--- config.mk ---
export PLATFORM = sky130hd
export DESIGN_NAME = mem_access_ctrl
export DESIGN_NICKNAME = d
export VERILOG_FILES = /design/src/rtl/mem_access_ctrl.sv
export SDC_FILE = /design/constraint.sdc
export NUM_CORES = 1
export LEC_CHECK = 0
export ABC_AREA = 1
export CAP_MARGIN = 25
export CORE_MARGIN = 2
export CORE_UTILIZATION = 38
export CTS_BUF_LIST = sky130_fd_sc_hd__clkbuf_4
export DETAILED_ROUTE_END_ITERATION = 8
export MAX_ROUTING_LAYER = met4
export PLACE_DENSITY_LB_ADDON = 0.25
export RECOVER_POWER = 50
export SYNTH_ARGS = -nofsm -noshare
export SYNTH_HDL_FRONTEND = slang
export SYNTH_SLANG_ARGS = --single-unit
export TNS_END_PERCENT = 20
--- constraint.sdc ---
create_clock -name clk -period 4.5 [get_ports clk]
set_input_delay 0.9 -clock clk [delete_from_list [all_inputs] [get_ports clk]]
set_output_delay 0.9 -clock clk [all_outputs]
set_load 0.005 [all_outputs]
--- src/rtl/mem_access_ctrl.sv ---
// mem_access_ctrl: memory-stage access controller for loads and stores.
//
// Decodes LOAD/STORE from the memory-stage instruction and routes the access by
// address region:
//   addr[31:28] = 00x1 : DMEM (zero-stall; load data arrives one cycle later)
//   addr[31:28] = 001x : IMEM (stores only; 0011 writes DMEM and IMEM together)
//   addr[31:28] = 1000 : IO, via a request/response handshake FSM with a timeout
//   anything else      : no enables; loads return 0
//
// Ports:
//   clk, rst            clock, asynchronous active-high reset
//   inst, valid_in      memory-stage instruction and its valid
//   addr, wdata         effective byte address, store data (rs2)
//   stall               holds the memory stage and everything upstream
//   dmem_*/imem_*       word address, byte write enables, lane-aligned store data
//   dmem_dout           DMEM read data, one cycle after the address
//   io_req_*/io_rsp_*   IO request handshake and read response
//   ld_data, ld_valid   extended load result for writeback
//   io_timeout          one-cycle pulse when an IO access is abandoned
//   misalign            misaligned-access flag
//
// Build option: define MEM_MISALIGN_TRAP_EN to flag misaligned half/word accesses
// (enables forced off, no IO, loads return 0). Without it misalign is tied 0 and
// the offending low address bits are ignored.
module mem_access_ctrl #(
  parameter int unsigned ADDR_W     = 14,
  parameter int unsigned IO_TIMEOUT = 255
) (
  input  logic              clk,
  input  logic              rst,
  input  logic [31:0]       inst,
  input  logic              valid_in,
  input  logic [31:0]       addr,
  input  logic [31:0]       wdata,
  output logic              stall,
  output logic [ADDR_W-1:0] dmem_addr,
  output logic [ADDR_W-1:0] imem_addr,
  output logic [3:0]        dmem_we,
  output logic [3:0]        imem_we,
  output logic [31:0]       mem_din,
  input  logic [31:0]       dmem_dout,
  output logic              io_req_valid,
  input  logic              io_req_ready,
  output logic              io_req_we,
  output logic [31:0]       io_req_addr,
  output logic [31:0]       io_req_wdata,
  input  logic              io_rsp_valid,
  input  logic [31:0]       io_rdata,
  output logic [31:0]       ld_data,
  output logic              ld_valid,
  output logic              io_timeout,
  output logic              misalign
);

  localparam logic [15:0] TimeoutCnt = 16'(IO_TIMEOUT);
  localparam logic [31:0] TimeoutData = 32'hDEADBEEF;

  localparam logic [2:0] F3Byte  = 3'b000;
  localparam logic [2:0] F3Half  = 3'b001;
  localparam logic [2:0] F3Word  = 3'b010;
  localparam logic [2:0] F3ByteU = 3'b100;
  localparam logic [2:0] F3HalfU = 3'b101;

  typedef enum logic [1:0] {StIdle, StReq, StRsp} io_state_e;

  // ---------------------------------------------------------------------------
  // Decode
  // ---------------------------------------------------------------------------
  logic [4:0] opcode;
  logic [2:0] funct3;
  logic [3:0] region;
  logic       is_load, is_store;
  logic       rgn_dmem, rgn_imem, rgn_io;

  assign opcode   = inst[6:2];
  assign funct3   = inst[14:12];
  assign region   = addr[31:28];
  assign is_load  = valid_in && (opcode == 5'b00000);
  assign is_store = valid_in && (opcode == 5'b01000);
  assign rgn_dmem = (region[3:2] == 2'b00) && region[0];
  assign rgn_imem = (region[3:1] == 3'b001);
  assign rgn_io   = (region == 4'b1000);

  // Instruction fields that play no part in memory access.
  logic unused_inst;
  assign unused_inst = ^{inst[31:15], inst[11:7], inst[1:0]};

  // ---------------------------------------------------------------------------
  // State
  // ---------------------------------------------------------------------------
  io_state_e   state_q, state_d;
  logic [15:0] cnt_q, cnt_d;
  logic        pend_q, pend_d;
  logic        pend_dmem_q, pend_dmem_d;
  logic [2:0]  ld_f3_q, ld_f3_d;
  logic [1:0]  ld_off_q, ld_off_d;
  logic        req_we_q, req_we_d;
  logic [31:0] req_addr_q, req_addr_d;
  logic [31:0] req_wdata_q, req_wdata_d;

  logic idle;
  assign idle = (state_q == StIdle);

  // ---------------------------------------------------------------------------
  // Misaligned access detection
  // ---------------------------------------------------------------------------
  logic mis_raw;
`ifdef MEM_MISALIGN_TRAP_EN
  logic half_op, word_op;
  assign half_op  = (funct3 == F3Half) || (is_load && (funct3 == F3HalfU));
  assign word_op  = (funct3 == F3Word);
  assign mis_raw  = (is_load || is_store) &&
                    ((half_op && addr[0]) || (word_op && (addr[1:0] != 2'b00)));
  assign misalign = !rst && idle && mis_raw;
`else
  assign mis_raw  = 1'b0;
  assign misalign = 1'b0;
`endif

  logic io_go;
  assign io_go = idle && (is_load || is_store) && rgn_io && !mis_raw;

  // ---------------------------------------------------------------------------
  // Store byte enables and lane-aligned data
  // ---------------------------------------------------------------------------
  logic [3:0] be;

  always_comb begin
    be      = 4'b0000;
    mem_din = wdata;
    case (funct3)
      F3Byte: begin
        be      = 4'b0001 << addr[1:0];
        mem_din = {4{wdata[7:0]}};
      end
      F3Half: begin
        be      = 4'b0011 << {addr[1], 1'b0};
        mem_din = {2{wdata[15:0]}};
      end
      F3Word:  be = 4'b1111;
      default: be = 4'b0000;
    endcase
  end

  logic st_ok;
  assign st_ok     = !rst && idle && is_store && !mis_raw;
  assign dmem_we   = (st_ok && rgn_dmem) ? be : 4'b0000;
  assign imem_we   = (st_ok && rgn_imem) ? be : 4'b0000;
  assign dmem_addr = addr[ADDR_W+1:2];
  assign imem_addr = addr[ADDR_W+1:2];

  // ---------------------------------------------------------------------------
  // Load extraction
  // ---------------------------------------------------------------------------
  function automatic logic [31:0] load_extract(input logic [2:0]  f3,
                                               input logic [1:0]  off,
                                               input logic [31:0] word);
    logic [7:0]  b;
    logic [15:0] h;
    case (off)
      2'd0:    b = word[7:0];
      2'd1:    b = word[15:8];
      2'd2:    b = word[23:16];
      default: b = word[31:24];
    endcase
    h = off[1] ? word[31:16] : word[15:0];
    case (f3)
      F3Byte:  load_extract = {{24{b[7]}}, b};
      F3Half:  load_extract = {{16{h[15]}}, h};
      F3Word:  load_extract = word;
      F3ByteU: load_extract = {24'h0, b};
      F3HalfU: load_extract = {16'h0, h};
      default: load_extract = 32'h0;
    endcase
  endfunction

  // ---------------------------------------------------------------------------
  // IO FSM: next state and handshake outputs
  // ---------------------------------------------------------------------------
  logic stall_raw, req_valid_raw, rsp_hit, tmo_hit;

  always_comb begin
    state_d       = state_q;
    cnt_d         = cnt_q;
    stall_raw     = 1'b0;
    req_valid_raw = 1'b0;
    rsp_hit       = 1'b0;
    tmo_hit       = 1'b0;
    case (state_q)
      StIdle: begin
        cnt_d = 16'h0;
        if (io_go) begin
          state_d   = StReq;
          stall_raw = 1'b1;
        end
      end
      StReq: begin
        req_valid_raw = 1'b1;
        stall_raw     = 1'b1;
        cnt_d         = cnt_q + 16'd1;
        // Acceptance takes priority over a coincident timeout.
        if (io_req_ready) begin
          if (req_we_q) begin
            state_d   = StIdle;
            stall_raw = 1'b0;
          end else begin
            state_d = StRsp;
          end
        end else if (cnt_q == TimeoutCnt) begin
          tmo_hit   = 1'b1;
          state_d   = StIdle;
          stall_raw = 1'b0;
        end
      end
      StRsp: begin
        stall_raw = 1'b1;
        cnt_d     = cnt_q + 16'd1;
        if (io_rsp_valid) begin
          rsp_hit   = 1'b1;
          state_d   = StIdle;
          stall_raw = 1'b0;
        end else if (cnt_q == TimeoutCnt) begin
          tmo_hit   = 1'b1;
          state_d   = StIdle;
          stall_raw = 1'b0;
        end
      end
      default: state_d = StIdle;
    endcase
  end

  // ---------------------------------------------------------------------------
  // Captured access attributes
  // ---------------------------------------------------------------------------
  always_comb begin
    // Every non-IO load (including misaligned/unmapped ones) returns one cycle later.
    pend_d      = idle && is_load && !io_go;
    pend_dmem_d = rgn_dmem && !mis_raw;
    ld_f3_d     = ld_f3_q;
    ld_off_d    = ld_off_q;
    req_we_d    = req_we_q;
    req_addr_d  = req_addr_q;
    req_wdata_d = req_wdata_q;
    if (idle && is_load) begin
      ld_f3_d  = funct3;
      ld_off_d = addr[1:0];
    end
    // Payload is frozen here so it stays stable for the whole request phase.
    if (io_go) begin
      req_we_d    = is_store;
      req_addr_d  = addr;
      req_wdata_d = wdata;
    end
  end

  always_ff @(posedge clk or posedge rst) begin
    if (rst) begin
      state_q     <= StIdle;
      cnt_q       <= 16'h0;
      pend_q      <= 1'b0;
      pend_dmem_q <= 1'b0;
      ld_f3_q     <= 3'b000;
      ld_off_q    <= 2'b00;
      req_we_q    <= 1'b0;
      req_addr_q  <= 32'h0;
      req_wdata_q <= 32'h0;
    end else begin
      state_q     <= state_d;
      cnt_q       <= cnt_d;
      pend_q      <= pend_d;
      pend_dmem_q <= pend_dmem_d;
      ld_f3_q     <= ld_f3_d;
      ld_off_q    <= ld_off_d;
      req_we_q    <= req_we_d;
      req_addr_q  <= req_addr_d;
      req_wdata_q <= req_wdata_d;
    end
  end

  // ---------------------------------------------------------------------------
  // Outputs
  // ---------------------------------------------------------------------------
  assign stall        = !rst && stall_raw;
  assign io_req_valid = !rst && req_valid_raw;
  assign io_req_we    = req_we_q;
  assign io_req_addr  = req_addr_q;
  assign io_req_wdata = req_wdata_q;
  assign io_timeout   = !rst && tmo_hit;

  // A pending DMEM/unmapped load and an IO completion never coincide: the pending
  // load was accepted in IDLE, so the FSM cannot be in REQ/RSP in the next cycle.
  always_comb begin
    ld_valid = 1'b0;
    ld_data  = 32'h0;
    if (!rst) begin
      if (pend_q) begin
        ld_valid = 1'b1;
        ld_data  = pend_dmem_q ? load_extract(ld_f3_q, ld_off_q, dmem_dout) : 32'h0;
      end else if (rsp_hit) begin
        ld_valid = 1'b1;
        ld_data  = load_extract(ld_f3_q, ld_off_q, io_rdata);
      end else if (tmo_hit && !req_we_q) begin
        ld_valid = 1'b1;
        ld_data  = TimeoutData;
      end
    end
  end

endmodule

Yosys cells after proc, flatten, opt, wreduce, memory -nomap -nowiden
Index checks and enable logic that the tools add are counted.
{ "classes": {"n_eq_ne": 15, "reduce_logical": 27, "n_addsub": 1, "shifts": 2, "mux": 39} }
{ "ops": {"columns": ["cell", "count"], "rows": [
  ["32-bit case mux with 5 select lines", 2],
  ["32-bit two-way mux", 5],
  ["32-bit case mux with 2 select lines", 1],
  ["8-bit case mux with 3 select lines", 2],
  ["16-bit two-way mux", 2],
  ["16-bit case mux with 2 select lines", 1],
  ["16-bit by 1-bit adder with 16-bit output (second input constant)", 1],
  ["16-bit by 8-bit == test with 1-bit output (second input constant)", 1],
  ["1-bit logical AND", 15],
  ["1-bit two-way mux", 15],
  ["4-bit case mux with 3 select lines", 1],
  ["2-bit two-way mux", 5],
  ["3-bit by 1-bit == test with 1-bit output (second input constant)", 3],
  ["4-bit two-way mux", 2],
  ["3-bit by 2-bit == test with 1-bit output (second input constant)", 2],
  ["3-bit == test (second input constant)", 2],
  ["2-bit zero test", 3],
  ["3-bit zero test", 2],
  ["2-bit case mux with 3 select lines", 1],
  ["5-bit by 4-bit == test with 1-bit output (second input constant)", 1],
  ["5-bit zero test", 1],
  ["2-bit by 1-bit == test with 1-bit output (second input constant)", 2],
  ["2-bit == test (second input constant)", 2],
  ["4-bit == test (second input constant)", 1],
  ["9 further kinds", 11]
]} }
{ "word_totals": {"regBits": 90, "in_bits": 165} }

Logic depth before layout (Yosys ltp)
{ "depth": {"word_depth": 9, "mapped_depth": 13, "mapped_depth_nobuf": 11} }

Worst setup path after synthesis
No wires, ideal clock.
{ "synth_path": {"kind": "input to output", "from": "input rst", "to": "output ld_data[25]", "required_time_ps": 3600, "arrival_ps": 3683, "path_stages": 8, "n_path_buf": 1, "setup_slack_ps": -83, "path_cell_list": "inv_1 -> nand2_1 -> nor2_1 -> nand3_1 -> nand2_2 -> buf_6 -> nand2_1 -> nor2_1"} }
{ "synth_between": {"elab_chain_cells": 1} }
{ "synth_rtl": {"columns": ["element", "line_no", "source"], "rows": [
  ["start: declaration", "30", "input logic rst,"],
  ["32-bit two-way mux", "295", "if (!rst) begin"],
  ["end: declaration", "49", "output logic [31:0] ld_data,"]
]} }
No other way between the ends.

Worst setup path after layout
{ "layout_path": {"from": "register ld_off_q[1]", "to": "output ld_data[30]"} }
{ "layout_between": {"elab_chain_cells": 6} }
{ "layout_rtl": {"columns": ["element", "line_no", "source"], "rows": [
  ["start: declaration", "96", "logic [1:0] ld_off_q, ld_off_d;"],
  ["start signal: assignment", "273", "ld_off_q <= ld_off_d;"],
  ["2-bit == test (tied with other cells)", "160", "case (off)"],
  ["8-bit case mux with 3 select lines", "160", null],
  ["32-bit case mux with 5 select lines", "167", "case (f3)"],
  ["32-bit two-way mux, on equally long branches", "299, 298", null],
  ["32-bit two-way mux (*)", "296", "if (pend_q) begin"],
  ["32-bit two-way mux (*)", "295", null]
]} }
Every way passes the cells marked *; elsewhere a longest branch is shown, timed or not.

==> metrics.log <==
INFO  metric result_of_the_run = finished with violations
INFO  metric failed_checks = max-capacitance violations, max-slew violations
INFO  metric crit_fanout = 42
INFO  metric drcViolationCount = 0
INFO  metric first_pass_grt_wire_length = between 40,000 and 50,000 um
INFO  metric numCtsBuffers = 9
INFO  metric critical_path_required = around 3.6 ns
INFO  metric die-area = around 19,000 sq um
INFO  metric cp-start-kind = register
INFO  metric setup.worst_path.class = register to output pin
INFO  metric core_area = roughly 18,000 sq um
INFO  metric powerDensity = between 200 and 300 nW/um^2
INFO  metric grt.overflow.total = 0
INFO  metric final_max_slew_viol_count = just over 70
INFO  metric first_global_vias = about 7,800
INFO  metric drt_first_iter_violations = ~730
INFO  metric drtPass1Iterations = 5
INFO  metric worst_r2r_path_depth = 8
INFO  metric worstSetupStartpoint = ld_off_q[1]$_DFFE_PP0P_
INFO  metric start_util = 0.384
INFO  metric nFillCells = approximately 1,700
INFO  metric fin_nets = 1,526
INFO  metric hold_class = register to register
INFO  metric timing.final.crit_share = 0.948
INFO  metric path_depth = 10
INFO  metric number_of_core_rows = 49
INFO  metric ys_dominant_reg_cell = sky130_fd_sc_hd__dfrtp_1
INFO  metric relative_area_change_from_synthesis_to_final_layout = 46.3%
INFO  metric holdCritStartpoint = io_req_addr[7]$_DFFE_PP0P_
INFO  metric largest_net_degree_at_the_start_of_global_routing = 71
INFO  metric final_core_util = 0.562
INFO  metric dieHeight = between 100 and 150 um
INFO  metric cts.path.max_buffers = 2
INFO  metric io_buffers = a little over 300
INFO  metric yosys_register_bits = 90
INFO  metric grt_util_all_layers = 0.289
INFO  metric gate_count_after_technology_mapping = roughly 1,100
INFO  metric final_layout_size_suffix_gt1_frac = 0.0426
INFO  metric max_cap_viol_count = 1
INFO  metric ant_nets = 0
INFO  metric worst_slew_pin_tran = roughly 1.8 ns
INFO  metric worst_hold_path_ep = io_req_addr[7]$_DFFE_PP0P_
INFO  metric max-vdd-ir-drop = roughly 0.0002 V
INFO  metric gp_congestion = 0.924
INFO  metric unrepaired_setup_endpoints_after_global_routing = no
INFO  metric setup_viol = 0
INFO  metric synthesis.area = approximately 6900 sq um
INFO  metric r2r_path_end = io_req_wdata[27]$_DFFE_PP0P_
INFO  metric cellLeakagePower = ~4.9 nW
INFO  metric path_buf_inv = 2
INFO  metric worst-endpoint-arrival = between 3 and 4 ns
INFO  metric routed-via-count = 8,163
INFO  metric post_synth_edffs = 0
INFO  metric dieWidth = roughly 140 um
INFO  metric synth_nets = roughly 1,300
INFO  metric hold-path-cell-count = 2
INFO  metric crit_family = simple AND/OR/NAND/NOR gates
INFO  metric wl_per_cell = 17.3 um
INFO  metric crit_top_cell = sky130_fd_sc_hd__nand2_1
INFO  metric critical_path.slowest_cell = sky130_fd_sc_hd__dfrtp_2
INFO  metric cts_max_level = 3
INFO  metric placedInstanceArea = a little under 10,000 sq um
INFO  metric worst_path_largest_cell_delay = roughly 0.58 ns
INFO  metric netlist-cell-type-count = 35
INFO  metric setup.reg_to_reg.worst_slack = between 1.5 and 2 ns
INFO  metric synth_seq_area_share = 0.329
INFO  metric worstSkewPairLatency = roughly 0.47 ns
INFO  metric max_freq = between 200 and 250 MHz
INFO  metric r2r_start = state_q[1]$_DFFE_PP0P_
INFO  metric ioPinCount = between 300 and 400
INFO  metric critPathCaptureType = output pin
INFO  metric postSynthAreaPerCell = slightly above 6 sq um
INFO  metric clk_pin_slew_worst_paths = 0.13 ns
INFO  metric yosys_warnings = 0
INFO  metric totalNegativeSetupSlack = 0 ns
INFO  metric routed_via_density = roughly 5.1
INFO  metric totalWireLength = ~28,000 um
INFO  metric synth-async-reset-ratio = 1.00
INFO  metric fin_area = between 10,000 and 15,000 sq um
INFO  metric cts.sink_count = 90
INFO  metric initial_antenna_violation_count = 1
INFO  metric tritoncts = yes
INFO  metric cts.root.buffer_cell = sky130_fd_sc_hd__clkbuf_4
INFO  metric finalCriticalPeriod = 4.27 ns
INFO  metric cp_cell_sequence = buf_4 -> nand2_1 -> nand3_1 -> nand3_2 -> nand2_1 -> nand2_1 -> nand2_1 -> nand2_1 -> nor2_1 -> clkdlybuf4s50_1
INFO  metric postCtsHoldBufs = 0
INFO  metric report.final.hold_viol_count = 0
INFO  metric slew_headroom = -0.200
INFO  metric clock-skew-final = ~0.023 ns
INFO  metric dp_hpwl = approximately 21,000 um
final cells by class:
cell class                 instances  area [sq um]  share of cell area
sequential                        90          2250               0.225
timing repair buffer             328          3230               0.322
multi-input combinational        811          3630               0.362
antenna                            2          5.00            0.000499
clock inverter                     7           115              0.0115
clock buffer                       9          67.6             0.00674
inverter                         116           437              0.0435
tap                              229           287              0.0286
sequential cells by signal (all words and copies together) (netlist names):
signal        cells
pend_q            1
ld_f3_q           3
ld_off_q          2
io_req_we         1
state_q           2
cnt_q            16
pend_dmem_q       1
io_req_addr      32
io_req_wdata     32
Yosys cell counts (5+ instances only):
master / number / area share
sky130_fd_sc_hd__nor3_1: 9 / 0.0066
sky130_fd_sc_hd__a21oi_1: 56 / 0.041
sky130_fd_sc_hd__nand2_1: 416 / 0.23
sky130_fd_sc_hd__o221ai_1: 8 / 0.010
sky130_fd_sc_hd__dfrtp_1: 90 / 0.33
sky130_fd_sc_hd__ha_1: 5 / 0.0091
sky130_fd_sc_hd__buf_4: 41 / 0.045
sky130_fd_sc_hd__o21ai_0: 97 / 0.071
sky130_fd_sc_hd__nor2_1: 107 / 0.059
sky130_fd_sc_hd__o211ai_1: 8 / 0.0088
sky130_fd_sc_hd__nand2_2: 5 / 0.0046
sky130_fd_sc_hd__nand4_1: 26 / 0.024
sky130_fd_sc_hd__clkbuf_1: 23 / 0.013
sky130_fd_sc_hd__nor3b_1: 5 / 0.0055
sky130_fd_sc_hd__nor2_4: 5 / 0.0082
sky130_fd_sc_hd__buf_2: 21 / 0.015
sky130_fd_sc_hd__inv_1: 110 / 0.060
sky130_fd_sc_hd__nand3_1: 39 / 0.028
worst register-to-register path, stage by stage, from the launching register on:
cell	delay (ns)
sky130_fd_sc_hd__dfrtp_1	0.46
sky130_fd_sc_hd__inv_1	0.10
sky130_fd_sc_hd__ha_1	0.22
sky130_fd_sc_hd__nand4_1	0.11
sky130_fd_sc_hd__nor2_1	0.18
sky130_fd_sc_hd__buf_4	0.45
sky130_fd_sc_hd__inv_2	0.50
sky130_fd_sc_hd__buf_4	0.37
sky130_fd_sc_hd__o21ai_0	0.18
stage by stage:
stage / hold slack [ns] / setup WS, ns / cells / power, mW
2_1_floorplan: 0.457 / 0.665 / 1106 / 1.83
3_5_place_dp: 0.454 / 0.407 / 1571 / 2.39
6_report: 0.482 / 0.232 / 1592 / 2.99
4_1_cts: 0.490 / 0.112 / 1587 / 2.97
3_3_place_gp: 0.452 / 0.399 / 1571 / 2.37
5_1_grt: 0.502 / 0.0142 / 1592 / 3.19
layout by cell type, fill, tap and decap left out, types with 8 or more instances in the layout:
cell,instances
sky130_fd_sc_hd__nor3_1,8
sky130_fd_sc_hd__clkbuf_4,9
sky130_fd_sc_hd__nand4_1,26
sky130_fd_sc_hd__o211ai_1,8
sky130_fd_sc_hd__a21oi_1,56
sky130_fd_sc_hd__inv_1,109
sky130_fd_sc_hd__nor2_1,108
sky130_fd_sc_hd__nand2_1,416
sky130_fd_sc_hd__clkdlybuf4s50_1,251
sky130_fd_sc_hd__o221ai_1,8
sky130_fd_sc_hd__dfrtp_1,89
sky130_fd_sc_hd__buf_4,18
sky130_fd_sc_hd__dlygate4sd3_1,58
sky130_fd_sc_hd__o21ai_0,97
sky130_fd_sc_hd__nand3_1,39
cells by family (layout without fill, tap and decap cells):
family                   Yosys count  count (layout)  share of synthesized area
AND/OR/NAND/NOR                  622             622                      0.374
buffers and inverters            205             460                      0.142
AO/OA/AOI/OAI                    182             182                      0.144
flip-flops                        90              90                      0.329
adder cells (fa/ha/maj)            5               5                    0.00913
other                              1               3                   0.000547
XOR/XNOR                           1               1                    0.00128
power by group:
part	switching [mW]	leakage, nW	internal (mW)	total (mW)
combinational	0.868	3.60	0.581	1.45
clock	0.300	0.0956	0.281	0.580
sequential	0.0856	1.22	0.872	0.958
total	1.25	4.92	1.73	2.99
worst max path at each step:
stage / slack (ns) / endpoint
after global routing: 0.01 / ld_data[30]
after CTS: 0.11 / ld_data[30]
after floorplan: 0.66 / ld_data[25]
after global placement: 0.40 / ld_data[7]
final: 0.23 / ld_data[30]
after detailed placement: 0.41 / ld_data[7]
layer usage:
layer / global-route usage / part of all wire / vias to the layer above
met5: - / 0 / -
met4: 0.124 / 0.037 / 0
met3: 0.0610 / 0.083 / 59
met2: 0.464 / 0.47 / 385
met1: 0.354 / 0.41 / 3750
li1: - / - / 3969
what timing repair did:
item                                    4_1_cts  5_1_grt
endpoints found under the setup margin        0       15
setup buffers                                 0        3
resized for setup                             0        1
endpoints found under the hold margin         0        0
Note: power is estimated with default switching activity, not from simulation.
